[src/rtl/prog_counter_pkg.sv]
// Shared constants for the programmable up/down counter and its optional prescaler.
package prog_counter_pkg;

  localparam logic MODE_WRAP = 1'b0;
  localparam logic MODE_SAT  = 1'b1;
  localparam logic DIR_DOWN  = 1'b0;
  localparam logic DIR_UP    = 1'b1;

  typedef enum logic [1:0] {
    ACT_HOLD = 2'd0,
    ACT_LOAD = 2'd1,
    ACT_STEP = 2'd2
  } action_e;

endpackage

[src/rtl/prog_counter_prescaler.sv]
// Step prescaler: asserts tick on every Prescale-th enabled cycle.
// The phase holds while enable is low and restarts from zero on restart.
module prog_counter_prescaler #(
  parameter int Prescale = 4
) (
  input  logic clock,
  input  logic reset,
  input  logic enable,
  input  logic restart,
  output logic tick
);

  localparam int PW = (Prescale > 2) ? $clog2(Prescale) : 1;
  localparam logic [PW-1:0] LAST = PW'(Prescale - 1);

  logic [PW-1:0] phase_q, phase_d;

  always_comb begin
    phase_d = phase_q;
    if (restart) begin
      phase_d = '0;
    end else if (enable) begin
      phase_d = (phase_q == LAST) ? '0 : phase_q + 1'b1;
    end
  end

  always_ff @(posedge clock or negedge reset) begin
    if (!reset) begin
      phase_q <= '0;
    end else begin
      phase_q <= phase_d;
    end
  end

  assign tick = enable && (phase_q == LAST);

endmodule

[src/rtl/prog_counter.sv]
// Programmable up/down counter with wrap/saturate modes, terminal pulse and sticky overflow.
// Optional step prescaler enabled by defining PROG_COUNTER_PRESCALE_EN.
module prog_counter
  import prog_counter_pkg::*;
#(
  parameter int Size     = 5,
  parameter int Prescale = 4
) (
  input  logic            clock,
  input  logic            reset,
  input  logic            enable,
  input  logic            up,
  input  logic            mode,
  input  logic            load,
  input  logic [Size-1:0] load_value,
  input  logic [Size-1:0] limit,
  input  logic            clear_overflow,
  output logic [Size-1:0] count,
  output logic            terminal,
  output logic            overflow
);

  logic [Size-1:0] count_q, count_d;
  logic            terminal_q, terminal_d;
  logic            overflow_q, overflow_d;
  logic            tick;
  logic            boundary;
  action_e         action;

`ifdef PROG_COUNTER_PRESCALE_EN
  prog_counter_prescaler #(
    .Prescale (Prescale)
  ) u_prescaler (
    .clock   (clock),
    .reset   (reset),
    .enable  (enable),
    .restart (load),
    .tick    (tick)
  );
`else
  logic unused_prescale;
  assign unused_prescale = |32'(Prescale);
  assign tick = 1'b1;
`endif

  always_comb begin
    action = ACT_HOLD;
    if (load) begin
      action = ACT_LOAD;
    end else if (enable && tick) begin
      action = ACT_STEP;
    end
  end

  // A boundary is an up step at/above limit or a down step at zero; the
  // up test uses >= so a limit lowered below count still counts as one.
  always_comb begin
    count_d    = count_q;
    boundary   = 1'b0;
    case (action)
      ACT_LOAD: count_d = (load_value > limit) ? limit : load_value;
      ACT_STEP: begin
        if (up == DIR_UP) begin
          if (count_q >= limit) begin
            boundary = 1'b1;
            count_d  = (mode == MODE_SAT) ? limit : '0;
          end else begin
            count_d = count_q + 1'b1;
          end
        end else begin
          if (count_q == '0) begin
            boundary = 1'b1;
            count_d  = (mode == MODE_WRAP) ? limit : '0;
          end else begin
            count_d = count_q - 1'b1;
          end
        end
      end
      default: count_d = count_q;
    endcase
  end

  always_comb begin
    terminal_d = boundary;
    overflow_d = overflow_q;
    if (clear_overflow) begin
      overflow_d = 1'b0;
    end
    if (boundary) begin
      overflow_d = 1'b1;
    end
  end

  always_ff @(posedge clock or negedge reset) begin
    if (!reset) begin
      count_q    <= '0;
      terminal_q <= 1'b0;
      overflow_q <= 1'b0;
    end else begin
      count_q    <= count_d;
      terminal_q <= terminal_d;
      overflow_q <= overflow_d;
    end
  end

  assign count    = count_q;
  assign terminal = terminal_q;
  assign overflow = overflow_q;

endmodule
[config.mk]
export PLATFORM = sky130hd
export DESIGN_NAME = prog_counter
export DESIGN_NICKNAME = d
export VERILOG_FILES = /design/src/rtl/prog_counter_pkg.sv /design/src/rtl/prog_counter_prescaler.sv /design/src/rtl/prog_counter.sv
export SDC_FILE = /design/constraint.sdc
export NUM_CORES = 1
export LEC_CHECK = 0
export ABC_AREA = 1
export BUFFER_PORTS_ARGS = -buffer_cell sky130_fd_sc_hd__buf_2
export CAP_MARGIN = 10
export CELL_PAD_IN_SITES_DETAIL_PLACEMENT = 1
export CELL_PAD_IN_SITES_GLOBAL_PLACEMENT = 2
export CORE_ASPECT_RATIO = 1.75
export CORE_MARGIN = 10
export CORE_UTILIZATION = 25
export DETAILED_ROUTE_END_ITERATION = 6
export GPL_TIMING_DRIVEN = 0
export HOLD_SLACK_MARGIN = 0.15
export PLACE_DENSITY_LB_ADDON = 0.1
export SLEW_MARGIN = 25
export SYNTH_ARGS = -nofsm -noshare
export SYNTH_HDL_FRONTEND = slang
export SYNTH_HIERARCHICAL = 1
export SYNTH_SLANG_ARGS = --single-unit
[constraint.sdc]
create_clock -name clock -period 1.4 [get_ports clock]
set_input_delay 0.28 -clock clock [delete_from_list [all_inputs] [get_ports clock]]
set_output_delay 0.28 -clock clock [all_outputs]
set_load 0.03 [all_outputs]
Yosys cells after proc, flatten, opt, wreduce, memory -nomap -nowiden
Index checks and enable logic that the tools add are counted.
- flip-flop bits (word level): 7
- latch bits: 0
- bits in writable memories: 0
- memory bits (read-only): 0
- input port bits: 17
- output and inout port bits: 7
- logic and storage cells: 27
- memories: 0
- add/sub/neg operators: 2
- multiply operators: 0
- divide/modulo/power cells: 0
- order comparisons: 2
- eq/ne operators: 2
- shifts and indexed selects: 0
- mux-type cells: 15
- bitwise logic cells: 0
- reductions and logical operators: 3
- operator list (operator ; number):
    5-bit two-way mux ; 6
    5-bit one-hot mux with 2 select lines ; 1
    1-bit two-way mux ; 6
    5-bit by 1-bit adder with 5-bit output (second input constant) ; 1
    5-bit greater-or-equal comparator ; 1
    5-bit > comparator ; 1
    5-bit logical NOT ; 1
    5-bit by 1-bit subtractor with 5-bit output (second input constant) ; 1
    2-bit two-way mux ; 2
    2-bit nonzero test ; 2
    2-bit by 1-bit == test with 1-bit output (second input constant) ; 1
    2-bit == test (second input constant) ; 1

Logic depth before layout (Yosys ltp)
Gate-level depths: netlist of the first run.
- word-level depth: 5
- mapped depth: 13
- mapped depth without buffers: 13

Worst setup path after synthesis of the first run
OpenSTA, ideal clock, no wires.
- kind: reg-to-reg
- from: register count_q[3], in the netlist count[3]
- to: register count_q[0], in the netlist count[0]
- library setup time: 117 ps
- arrival: 1630 ps
- slack: -348 ps
- cell stages (with the launch flop): 12
- buffers on the path: 0
- period minus slack after synthesis: 1748 ps
- path through: dfrtp_1 -> ha_1 -> nand2_1 -> inv_1 -> nand2_1 -> nand3_2 -> nand2_1 -> nand3_1 -> nand2_1 -> nand2_1 -> nand2_1 -> nand2_1
- longest elaborated chain between the ends: 4
- elaborated cells on any way between the ends: 6
- classes of those cells: order compare: 1; mux: 4; reduce/logical: 1
- ends and longest elaborated chain (item ; line ; source):
    start, declared ; prog_counter.sv:23 ; logic [Size-1:0] count_q, count_d;
    start signal, assigned ; prog_counter.sv:100 ; count_q <= count_d;
    5-bit greater-or-equal comparator / 5-bit logical NOT (equally long branches) ; prog_counter.sv:64, prog_counter.sv:71 ;
    5-bit two-way mux, on equally long branches ; prog_counter.sv:64, prog_counter.sv:71 ;
    5-bit two-way mux * ; prog_counter.sv:63 ; if (up == DIR_UP) begin
    5-bit one-hot mux with 2 select lines * ; prog_counter.sv:60 ; case (action)
Mark *: on every way between the ends. The rest lies on a longest branch, timed or not.
A chain may end at the register's enable or synchronous reset.

Worst setup path in the final report of the first run
- from: register count_q[0], in the netlist count[0]
- to: register count_q[2], in the netlist count[2]
- longest elaborated chain between the ends: 4
- elaborated cells on any way between the ends: 8
- classes of those cells: add/sub: 2; order compare: 1; mux: 4; reduce/logical: 1
- ends and longest elaborated chain (item ; line ; source):
    5-bit by 1-bit subtractor with 5-bit output, or another cell as far along ; prog_counter.sv:75 ; count_d = count_q - 1'b1;
    5-bit two-way mux, on equally long branches ; prog_counter.sv:71, prog_counter.sv:64 ;
    5-bit two-way mux * ; prog_counter.sv:63 ;
    5-bit one-hot mux with 2 select lines * ; prog_counter.sv:60 ;
Marks and branches as above.

==> impl_metrics.env, run 1 <==
export IMPL_outcome="finished, violations left"
export IMPL_violations="negative setup slack"
export IMPL_cp_required_ns=1.57
export IMPL_hold_end="overflow"
export IMPL_synth_compound_area_frac=0.0911
export IMPL_cts_root_buffer="clkbuf_8"
export IMPL_yosysWarnings=6
export IMPL_area_delta_synth_final_pct=49.1
export IMPL_arrival_ns=1.71
export IMPL_hold_slack_ns=0.219
export IMPL_dp_cells=223
export IMPL_swShare=0.456
export IMPL_power_density_mw_per_mm2=1020
export IMPL_synthAdderAreaFrac=0.152
export IMPL_hold_viol=0
export IMPL_cts_max_path_buffers=2
export IMPL_fmax_mhz=651
export IMPL_netlist_instances=153
export IMPL_hp_class="primary input to register"
export IMPL_first_pass_iters=4
export IMPL_synth_top_area_share=0.182
export IMPL_numCtsBuffers=3
export IMPL_cts_tree="done"
export IMPL_maxSlewHeadroom=0.725
export IMPL_critPathCaptureType="register"
export IMPL_drive_above_1_share=0.399
export IMPL_grt_pass1_wl_mm=6.04
export IMPL_die_y_um=103
export IMPL_crit_path_start_kind="register"
export IMPL_fp_row_count=30
export IMPL_clock_latency_ns=0.24
export IMPL_dp_hpwl_mm=2.89
export IMPL_finalMaxSlewViolations=0
export IMPL_clk_pin_slew_ns=0.04
export IMPL_synth_cell_types=23
export IMPL_reg2reg_slack_ns=-0.14
export IMPL_seqPwrFrac=0.188
export IMPL_setup_viol=6
export IMPL_whs_path_depth=2
export IMPL_critPathKind="register to register"
export IMPL_multi_input_area_sq_um=860
export IMPL_regArea_sq_um=181
export IMPL_avgSynthCellArea_sq_um=6.46
export IMPL_rsz0062_at_grt="true"
export IMPL_drv_cap=0
export IMPL_layout_nets=218
export IMPL_ant_nets=0
export IMPL_tightest_slew_ns=0.410
export IMPL_synth_mux_area_frac=0
export IMPL_synth_top_family_by_area="simple AND/OR/NAND/NOR gates"
export IMPL_wl_per_cell_um=15.4
export IMPL_p_switching_w=0.000682
export IMPL_r2r_end="count[2]"
export IMPL_synth_seq_cells=7
export IMPL_nFillCells=513
export IMPL_grt_overflow=0
export IMPL_antenna_found_initial=0
export IMPL_n_antenna_cell=0
export IMPL_rr_worst_depth=10
export IMPL_htreeDepth=1
export IMPL_synth_xor_area_frac=0.0266
export IMPL_drcViolationCount=0
export IMPL_p_comb_frac=0.607
export IMPL_track_usage=0.114
export IMPL_worst_slack_ns=-0.136
export IMPL_vias=1126
export IMPL_period_share=1.10
export IMPL_core_sq_mm=0.00387
export IMPL_synth_simple_gate_area_frac=0.414
export IMPL_io_pins=24
export IMPL_grt_pass1_vias=1269
export IMPL_min_delay_start="clear_overflow"
export IMPL_ys_top_cells_by_area="nand2_1 18%, dfrtp_1 18%, ha_1 15%, inv_1 11%, nand3_1 9.1%"
export IMPL_crit_fanout=5
export IMPL_synth_area_leader_cell="nand2_1"
export IMPL_r2r_start="count[0]"
export IMPL_port_buffers=22
export IMPL_period_needed_ns=1.54
export IMPL_fin_skew_ns=0.00295
export IMPL_synth_fp_nets=182
export IMPL_p_clk_frac=0.205
export IMPL_first_iter_violations=26
export IMPL_syn_cell_area_sq_um=988
export IMPL_gp_congestion=0.751
export IMPL_vias_per_cell=4.77
export IMPL_grt_max_degree=10
export IMPL_start_util=0.256
export IMPL_ir_drop_mv=0.497
export IMPL_fin_cells=236
export IMPL_ys_seq_area_frac=0.177
export IMPL_p_leak_nw=0.743
export IMPL_clkSinkCount=7
export IMPL_dieArea_sq_mm=0.00697
export IMPL_die_w_um=67.5
export IMPL_p_int_w=0.000814
export IMPL_routed_wl_mm=3.63
[placed cells by master, fill, tap and decap left out]
cell type / n
clkbuf_8: 4
nor2_2: 1
nand4_1: 3
xnor2_1: 1
o21ai_1: 2
nand2_2: 5
nor2_4: 3
ha_2: 1
clkinv_1: 1
ha_4: 6
nor2_1: 7
dfrtp_1: 2
inv_4: 1
a21oi_1: 3
nand2_4: 4
o211ai_1: 7
buf_6: 1
buf_2: 21
a21oi_4: 1
nand3_1: 14
nand2_1: 40
dlygate4sd3_1: 1
inv_1: 23
buf_4: 7
xor2_1: 2
buf_12: 1
clkbuf_1: 1
dfrtp_2: 5
inv_2: 5
ha_1: 5
nand3_2: 5
nor2_8: 1
o21bai_1: 1
nand3_4: 3
[worst max-delay path by stage]
| stage | startpoint | to | cells after the start |
|---|---|---|---|
| finish | count[0] | count[2] | 10 |
| global route | count[4] | count[0] | 12 |
| CTS | count[4] | count[0] | 12 |
| detailed placement | limit[2] | count[2] | 10 |
| global placement | limit[2] | count[2] | 10 |
| floorplan | count[3] | count[0] | 12 |
[cell families (layout without fill, tap and decap cells)]
group,after synthesis,in the layout
flip-flops,7,7
XOR/XNOR,3,3
AO/OA/AOI/OAI,14,14
buffers and inverters,32,66
adder cells (fa/ha/maj),12,12
AND/OR/NAND/NOR,85,86
[state kept, by name, summed over array words and instances (netlist names)]
| register | flops |
|---|---|
| terminal | 1 |
| overflow | 1 |
| count | 5 |
[layout make-up]
| type | instances | area share |
|---|---|---|
| buffer | 2 | 0.0170 |
| clock buffer | 4 | 0.0306 |
| inverter | 30 | 0.0781 |
| multi-input combinational | 115 | 0.583 |
| sequential | 7 | 0.123 |
| tap | 48 | 0.0407 |
| timing repair buffer | 30 | 0.127 |
[worst max-delay path, stage by stage, from the launching register on]
cell      delay (ns)
dfrtp_2         0.43
inv_4           0.09
ha_4            0.20
inv_2           0.04
nand2_2         0.05
nand2_4         0.09
nand3_4         0.11
buf_4           0.16
o211ai_1        0.16
nand2_1         0.07
nand3_1         0.07
[repair_timing]
item	4_1_cts	5_1_grt
hold endpoints to repair	7	0
buffers inserted	5	2
setup endpoints to repair	7	7
pin swaps	9	2
cloned	1	0
resized for setup	25	1
hold buffers	1	0
[power by group through the flow]
stage               logic (W)  clock network [W]  registers (W)
global route          0.00101           0.000329       0.000286
finish               0.000908           0.000307       0.000282
detailed placement   0.000680                  0       0.000311
CTS                  0.000898           0.000314       0.000283
floorplan            0.000429                  0       0.000359
global placement     0.000656                  0       0.000308
[per-stage QoR]
step	setup TNS (ns)	worst slack, ns	instance area, sq um	power, W	utilization
final	-0.511	-0.136	1470	0.00150	0.381
after global placement	-1.83	-0.327	1250	0.000964	0.322
after floorplan	-0.516	-0.135	1080	0.000787	-
after detailed placement	-2.24	-0.412	1250	0.000991	0.322
after global routing	-1.19	-0.243	1470	0.00162	0.381
after CTS	-0.612	-0.155	1460	0.00149	0.377
[synth_stat cells]
library cell,n
nand2_2,1
nand3_4,1
xnor2_1,1
nor2_1,9
inv_1,28
nand4_1,3
buf_6,1
dfrtp_1,7
o211ai_1,7
clkbuf_8,1
o21ai_1,1
clkinv_1,1
inv_2,1
ha_1,12
xor2_1,2
nor2_4,2
o21bai_1,1
nand3_2,2
o21ai_0,1
a21oi_1,4
nand3_1,18
nand2_1,48
nor2_8,1
[layer usage]
| metal | share of wire | track usage | up-vias |
|---|---|---|---|
| met2 | 0.57 | 0.223 | 21 |
| met3 | 0.045 | 0.0248 | 3 |
| met4 | 0.0099 | 0.0333 | 0 |
| li1 | - | - | 566 |
| met5 | 0 | 0 | - |
| met1 | 0.38 | 0.112 | 536 |
Note: power is estimated with default switching activity, not from simulation.
==> run 2: changes to the inputs <==
Settings changed: CORE_UTILIZATION 25 to 30.
Clock period 1.4 ns to 1.95 ns, I/O delays scaled along.
==> run 2 against run 1 <==
  * The run now ends clean
  * Worst setup slack improved by 0.38 ns
  * Largest cell class unchanged
  * Register-to-register slack improved by 0.38 ns
  * Clock skew fell by 0.0026 ns
  * Hold slack improved by 0.12 ns
  * Die area fell by 13%
  * Power fell by 42%
  * Sequential cell count did not move
==> impl_metrics.env, run 2 (synthesized netlist as in run 1, its figures left out) <==
export IMPL_ant_nets=0
export IMPL_clkSinkCount=7
export IMPL_tightest_slew_ns=0.422
export IMPL_fin_util=0.383
export IMPL_area_delta_synth_final_pct=23.2
export IMPL_finalMaxSlewViolations=0
export IMPL_power_density_mw_per_mm2=716
export IMPL_layout_nets=210
export IMPL_routed_wl_mm=3.11
export IMPL_crit_top_cell="nand2_1"
export IMPL_cp_slowest_cell="dfrtp_2"
export IMPL_dp_hpwl_mm=2.73
export IMPL_crit_path_start_kind="register"
export IMPL_grt_pass1_vias=1126
export IMPL_hp_class="primary input to register"
export IMPL_multi_input_area_sq_um=683
export IMPL_io_pins=24
export IMPL_cts_root_buffer="clkbuf_8"
export IMPL_whs_path_depth=2
export IMPL_cts_tree="done"
export IMPL_ir_drop_mv=0.243
export IMPL_crit_buf_inv=2
export IMPL_hold_slack_ns=0.334
export IMPL_vias=1048
export IMPL_port_buffers=22
export IMPL_wl_per_cell_um=13.9
export IMPL_post_cts_setup_buffers=0
export IMPL_fp_row_count=27
export IMPL_gp_congestion=0.775
export IMPL_first_pass_iters=4
export IMPL_drcViolationCount=0
export IMPL_fin_skew_ns=0.000304
export IMPL_drive_above_1_share=0.206
export IMPL_largest_reg_flops=5
export IMPL_fin_area_sq_mm=0.00122
export IMPL_grt_max_degree=11
export IMPL_regArea_sq_um=178
export IMPL_period_needed_ns=1.70
export IMPL_rr_worst_depth=11
export IMPL_crit_chain="inv_1 -> ha_1 -> nand4_1 -> nor2_1 -> nor2_1 -> nand2_1 -> inv_1 -> nand2_1 -> nand2_1 -> nand2_1 -> nand2_1"
export IMPL_cp_depth=11
export IMPL_vias_per_cell=4.70
export IMPL_htreeDepth=1
export IMPL_numCtsBuffers=3
export IMPL_antenna_found_initial=0
export IMPL_critical_path_max_stage_delay_ns=0.45
export IMPL_nFillCells=466
export IMPL_maxSlewHeadroom=0.718
export IMPL_die_w_um=63.4
export IMPL_clk_pin_slew_ns=0.04
export IMPL_die_y_um=95.9
export IMPL_grt_overflow=0
export IMPL_critPathKind="register to register"
export IMPL_final_common_cell="nand2_1"
export IMPL_crit_fanout=7
export IMPL_drv_cap=0
export IMPL_fin_setup_tns_ns=0
export IMPL_p_leak_nw=0.678
export IMPL_cts_max_path_buffers=2
export IMPL_placed_area_sq_mm=0.00115
export IMPL_critPathCaptureType="register"
export IMPL_setup_viol=0
export IMPL_clock_latency_ns=0.24
export IMPL_dieArea_sq_mm=0.00608
export IMPL_rsz0062_at_grt="false"
export IMPL_period_share=0.873
export IMPL_fmax_mhz=588
export IMPL_arrival_ns=1.83
export IMPL_critPathTopFamily="simple AND/OR/NAND/NOR gates"
export IMPL_first_iter_violations=11
export IMPL_track_usage=0.110
export IMPL_layout_common_cells="48 x nand2_1, 28 x inv_1, 22 x buf_2, 18 x nand3_1, 12 x ha_1"
export IMPL_grt_pass1_wl_mm=5.27
export IMPL_core_sq_mm=0.00318
export IMPL_n_antenna_cell=0
export IMPL_hold_viol=0
export IMPL_reg2reg_slack_ns=0.25
export IMPL_start_util=0.311
export IMPL_cp_required_ns=2.08
export IMPL_outcome="complete, no violations"
run 2: changes by cell type in the layout (fill, tap and decap cells not counted), moves of 2 or more:
cell | before | now
buf_4 | 7 | 0
nor2_1 | 7 | 9
dfrtp_2 | 5 | 2
ha_1 | 5 | 12
inv_1 | 23 | 28
ha_4 | 6 | 0
nand3_1 | 14 | 18
inv_2 | 5 | 1
nand2_4 | 4 | 0
nand2_2 | 5 | 1
nand3_2 | 5 | 1
dfrtp_1 | 2 | 5
nand2_1 | 40 | 48
run 2: layout make-up:
class / count / area share
plain buffers: 2 / 0.0206
clock buffers: 4 / 0.0370
inverters: 30 / 0.0925
multi-input cells: 114 / 0.561
flip-flops and latches: 7 / 0.146
well taps: 43 / 0.0442
repair buffers: 23 / 0.0987
run 2: what timing repair did:
action / in CTS / in global routing
resized for setup: 0 / 3
setup endpoints to repair: 0 / 4
hold buffers: 1 / 0
hold endpoints to repair: 7 / 0
run 2: worst paths after layout:
kind / from / endpoint
setup / recovery: count[0] / count[0]
hold / removal: clear_overflow / overflow
setup reg to reg: count[0] / count[0]
hold reg to reg: overflow / overflow
max in group asynchronous: reset / count[0]
min in group asynchronous: reset / count[2]
run 2: layer usage:
layer | track usage | part of all wire | vias up | wire length [um]
met5 | 0 | 0 | - | 0
met2 | 0.210 | 0.56 | 17 | 1760
met4 | 0.0549 | 0.014 | 0 | 44
met1 | 0.114 | 0.40 | 486 | 1240
met3 | 0.0163 | 0.022 | 3 | 67
li1 | - | - | 542 | -
run 2: where the power goes:
| group | leakage (nW) | switching (W) | total (W) | internal, W |
|---|---|---|---|---|
| Clock | 0.0228 | 0.0000763 | 0.000219 | 0.000143 |
| Combinational | 0.570 | 0.000281 | 0.000444 | 0.000163 |
| Sequential | 0.0851 | 0.0000393 | 0.000210 | 0.000170 |
| Total | 0.678 | 0.000396 | 0.000872 | 0.000476 |
run 2: through the flow:
step	power, W	cells	worst slack, ns
floorplan	0.000519	153	0.202
global placement	0.000640	218	0.116
detailed placement	0.000655	218	0.0883
CTS	0.000877	223	0.142
global route	0.000961	223	0.0633
finish	0.000872	223	0.248
==> run 3: changes to the inputs <==
Settings changed: CORE_MARGIN 10 to unset, CORE_UTILIZATION 30 to 25.
Clock period 1.95 ns to 1.55 ns, I/O delays scaled along.
==> run 3 against run 2 <==
  * The flow now finishes with violations (negative setup slack)
  * Clock skew about the same
  * Cell area increased by 17%
  * Count of clock-buffer cells in the layout is the same
  * Non-clock buffer count is 6 higher
  * Hold slack worse by 0.070 ns
  * Power grew 49%
  * Critical path type unchanged
  * Largest cell class unchanged
  * Largest power group unchanged
==> impl_metrics.env, run 3 (synthesized netlist as in run 1, its figures left out) <==
export IMPL_cts_max_path_buffers=2
export IMPL_crit_path_start_kind="register"
export IMPL_crit_fanout=6
export IMPL_rsz0062_at_grt="true"
export IMPL_n_antenna_cell=0
export IMPL_hold_slack_ns=0.265
export IMPL_cts_root_buffer="clkbuf_8"
export IMPL_die_y_um=85.2
export IMPL_grt_max_degree=10
export IMPL_final_common_cell="nand2_1"
export IMPL_cts_tree="done"
export IMPL_ant_nets=0
export IMPL_htreeDepth=1
export IMPL_hp_class="primary input to register"
export IMPL_grt_overflow=0
export IMPL_core_sq_mm=0.00370
export IMPL_clk_pin_slew_ns=0.04
export IMPL_dp_hpwl_mm=2.62
export IMPL_rr_worst_depth=10
export IMPL_antenna_found_initial=0
export IMPL_layout_common_cells="42 x nand2_1, 25 x inv_1, 22 x buf_2, 15 x nand3_1"
export IMPL_p_switching_w=0.000579
export IMPL_grt_pass1_vias=1182
export IMPL_cp_required_ns=1.65
export IMPL_port_buffers=22
export IMPL_drive_above_1_share=0.364
export IMPL_arrival_ns=1.68
export IMPL_numCtsBuffers=3
export IMPL_power_density_mw_per_mm2=909
export IMPL_hold_viol=0
export IMPL_p_leak_nw=0.725
export IMPL_maxSlewHeadroom=0.711
export IMPL_vias_per_cell=4.71
export IMPL_tightest_slew_ns=0.433
export IMPL_period_needed_ns=1.58
export IMPL_seqPwrFrac=0.200
export IMPL_p_comb_frac=0.595
export IMPL_p_clk_frac=0.205
export IMPL_ir_drop_mv=0.356
export IMPL_critPathCaptureType="register"
export IMPL_gp_congestion=0.757
export IMPL_worst_slack_ns=-0.0300
export IMPL_finalMaxSlewViolations=0
export IMPL_whs_path_depth=2
export IMPL_io_pins=24
export IMPL_fin_skew_ns=0.000220
export IMPL_track_usage=0.173
export IMPL_layout_nets=217
export IMPL_first_pass_iters=3
export IMPL_dieArea_sq_mm=0.00422
export IMPL_clock_latency_ns=0.23
export IMPL_fmax_mhz=633
export IMPL_swShare=0.446
export IMPL_largest_reg_flops=5
export IMPL_setup_viol=3
export IMPL_p_int_w=0.000719
export IMPL_routed_wl_mm=3.33
export IMPL_fp_row_count=29
export IMPL_first_iter_violations=15
export IMPL_drv_cap=0
export IMPL_drcViolationCount=0
export IMPL_violations="negative setup slack"
export IMPL_die_w_um=49.5
export IMPL_clkSinkCount=7
export IMPL_start_util=0.267
export IMPL_fin_setup_tns_ns=-0.0748
export IMPL_outcome="finished, violations left"
export IMPL_area_delta_synth_final_pct=44.6
export IMPL_period_share=1.02
export IMPL_grt_pass1_wl_mm=5.47
export IMPL_critPathKind="register to register"
export IMPL_wl_per_cell_um=14.3
export IMPL_vias=1097
run 3: critical path, cell delays in order (launching register included):
cell	delay, ns
dfrtp_2	0.46
ha_4	0.26
nand2_2	0.05
nor2_2	0.04
nand2_2	0.12
nand3_4	0.11
buf_4	0.15
nand4_1	0.06
nand3_1	0.08
nand2_1	0.06
nand3_1	0.06
run 3: layer usage:
metal / GRT usage / part of all wire / vias up
met2: 0.332 / 0.57 / 24
met5: 0 / 0 / -
li1: - / - / 559
met3: 0.0161 / 0.028 / 9
met4: 0.0857 / 0.030 / 0
met1: 0.178 / 0.37 / 505
run 3: per-stage QoR:
| step | area [sq um] | total power (W) | utilization | setup slack [ns] | cells |
|---|---|---|---|---|---|
| 2_1_floorplan | 1040 | 0.000687 | - | -0.000391 | 153 |
| 3_3_place_gp | 1200 | 0.000841 | 0.325 | -0.190 | 221 |
| 3_5_place_dp | 1200 | 0.000859 | 0.325 | -0.196 | 221 |
| 4_1_cts | 1370 | 0.00125 | 0.369 | -0.0118 | 231 |
| 5_1_grt | 1430 | 0.00140 | 0.386 | -0.132 | 233 |
| 6_report | 1430 | 0.00130 | 0.386 | -0.0300 | 233 |
run 3: area by class of cell:
| type | count | area, sq um |
|---|---|---|
| plain buffers | 2 | 25.0 |
| clock buffers | 4 | 45.0 |
| fillers | 496 | 2270 |
| inverters | 30 | 115 |
| multi-input cells | 115 | 827 |
| flip-flops and latches | 7 | 181 |
| well taps | 46 | 57.6 |
| repair buffers | 29 | 178 |
run 3: power groups by stage:
stage | clock network (W) | logic (W) | registers, W
after global placement | 0 | 0.000565 | 0.000276
after floorplan | 0 | 0.000365 | 0.000322
after global routing | 0.000276 | 0.000860 | 0.000263
after CTS | 0.000270 | 0.000728 | 0.000254
final | 0.000266 | 0.000773 | 0.000259
after detailed placement | 0 | 0.000582 | 0.000277
run 3: path summary, 6_finish.rpt:
path / startpoint / slack (ns) / to
setup reg to reg: count[1] / -0.03 / count[1]
min in group asynchronous: reset / 0.46 / count[2]
hold reg to reg: overflow / 0.53 / overflow
max in group asynchronous: reset / 0.90 / count[0]
hold / removal: clear_overflow / 0.26 / overflow
setup / recovery: count[1] / -0.03 / count[1]
run 3: timing repair:
item | in CTS | in global routing
pin swaps | 3 | 10
gates resized for setup | 11 | 10
endpoints found under the hold margin | 7 | 0
buffers inserted | 4 | 2
hold buffers | 1 | 0
gates cloned | 1 | 0
endpoints found under the setup margin | 6 | 7
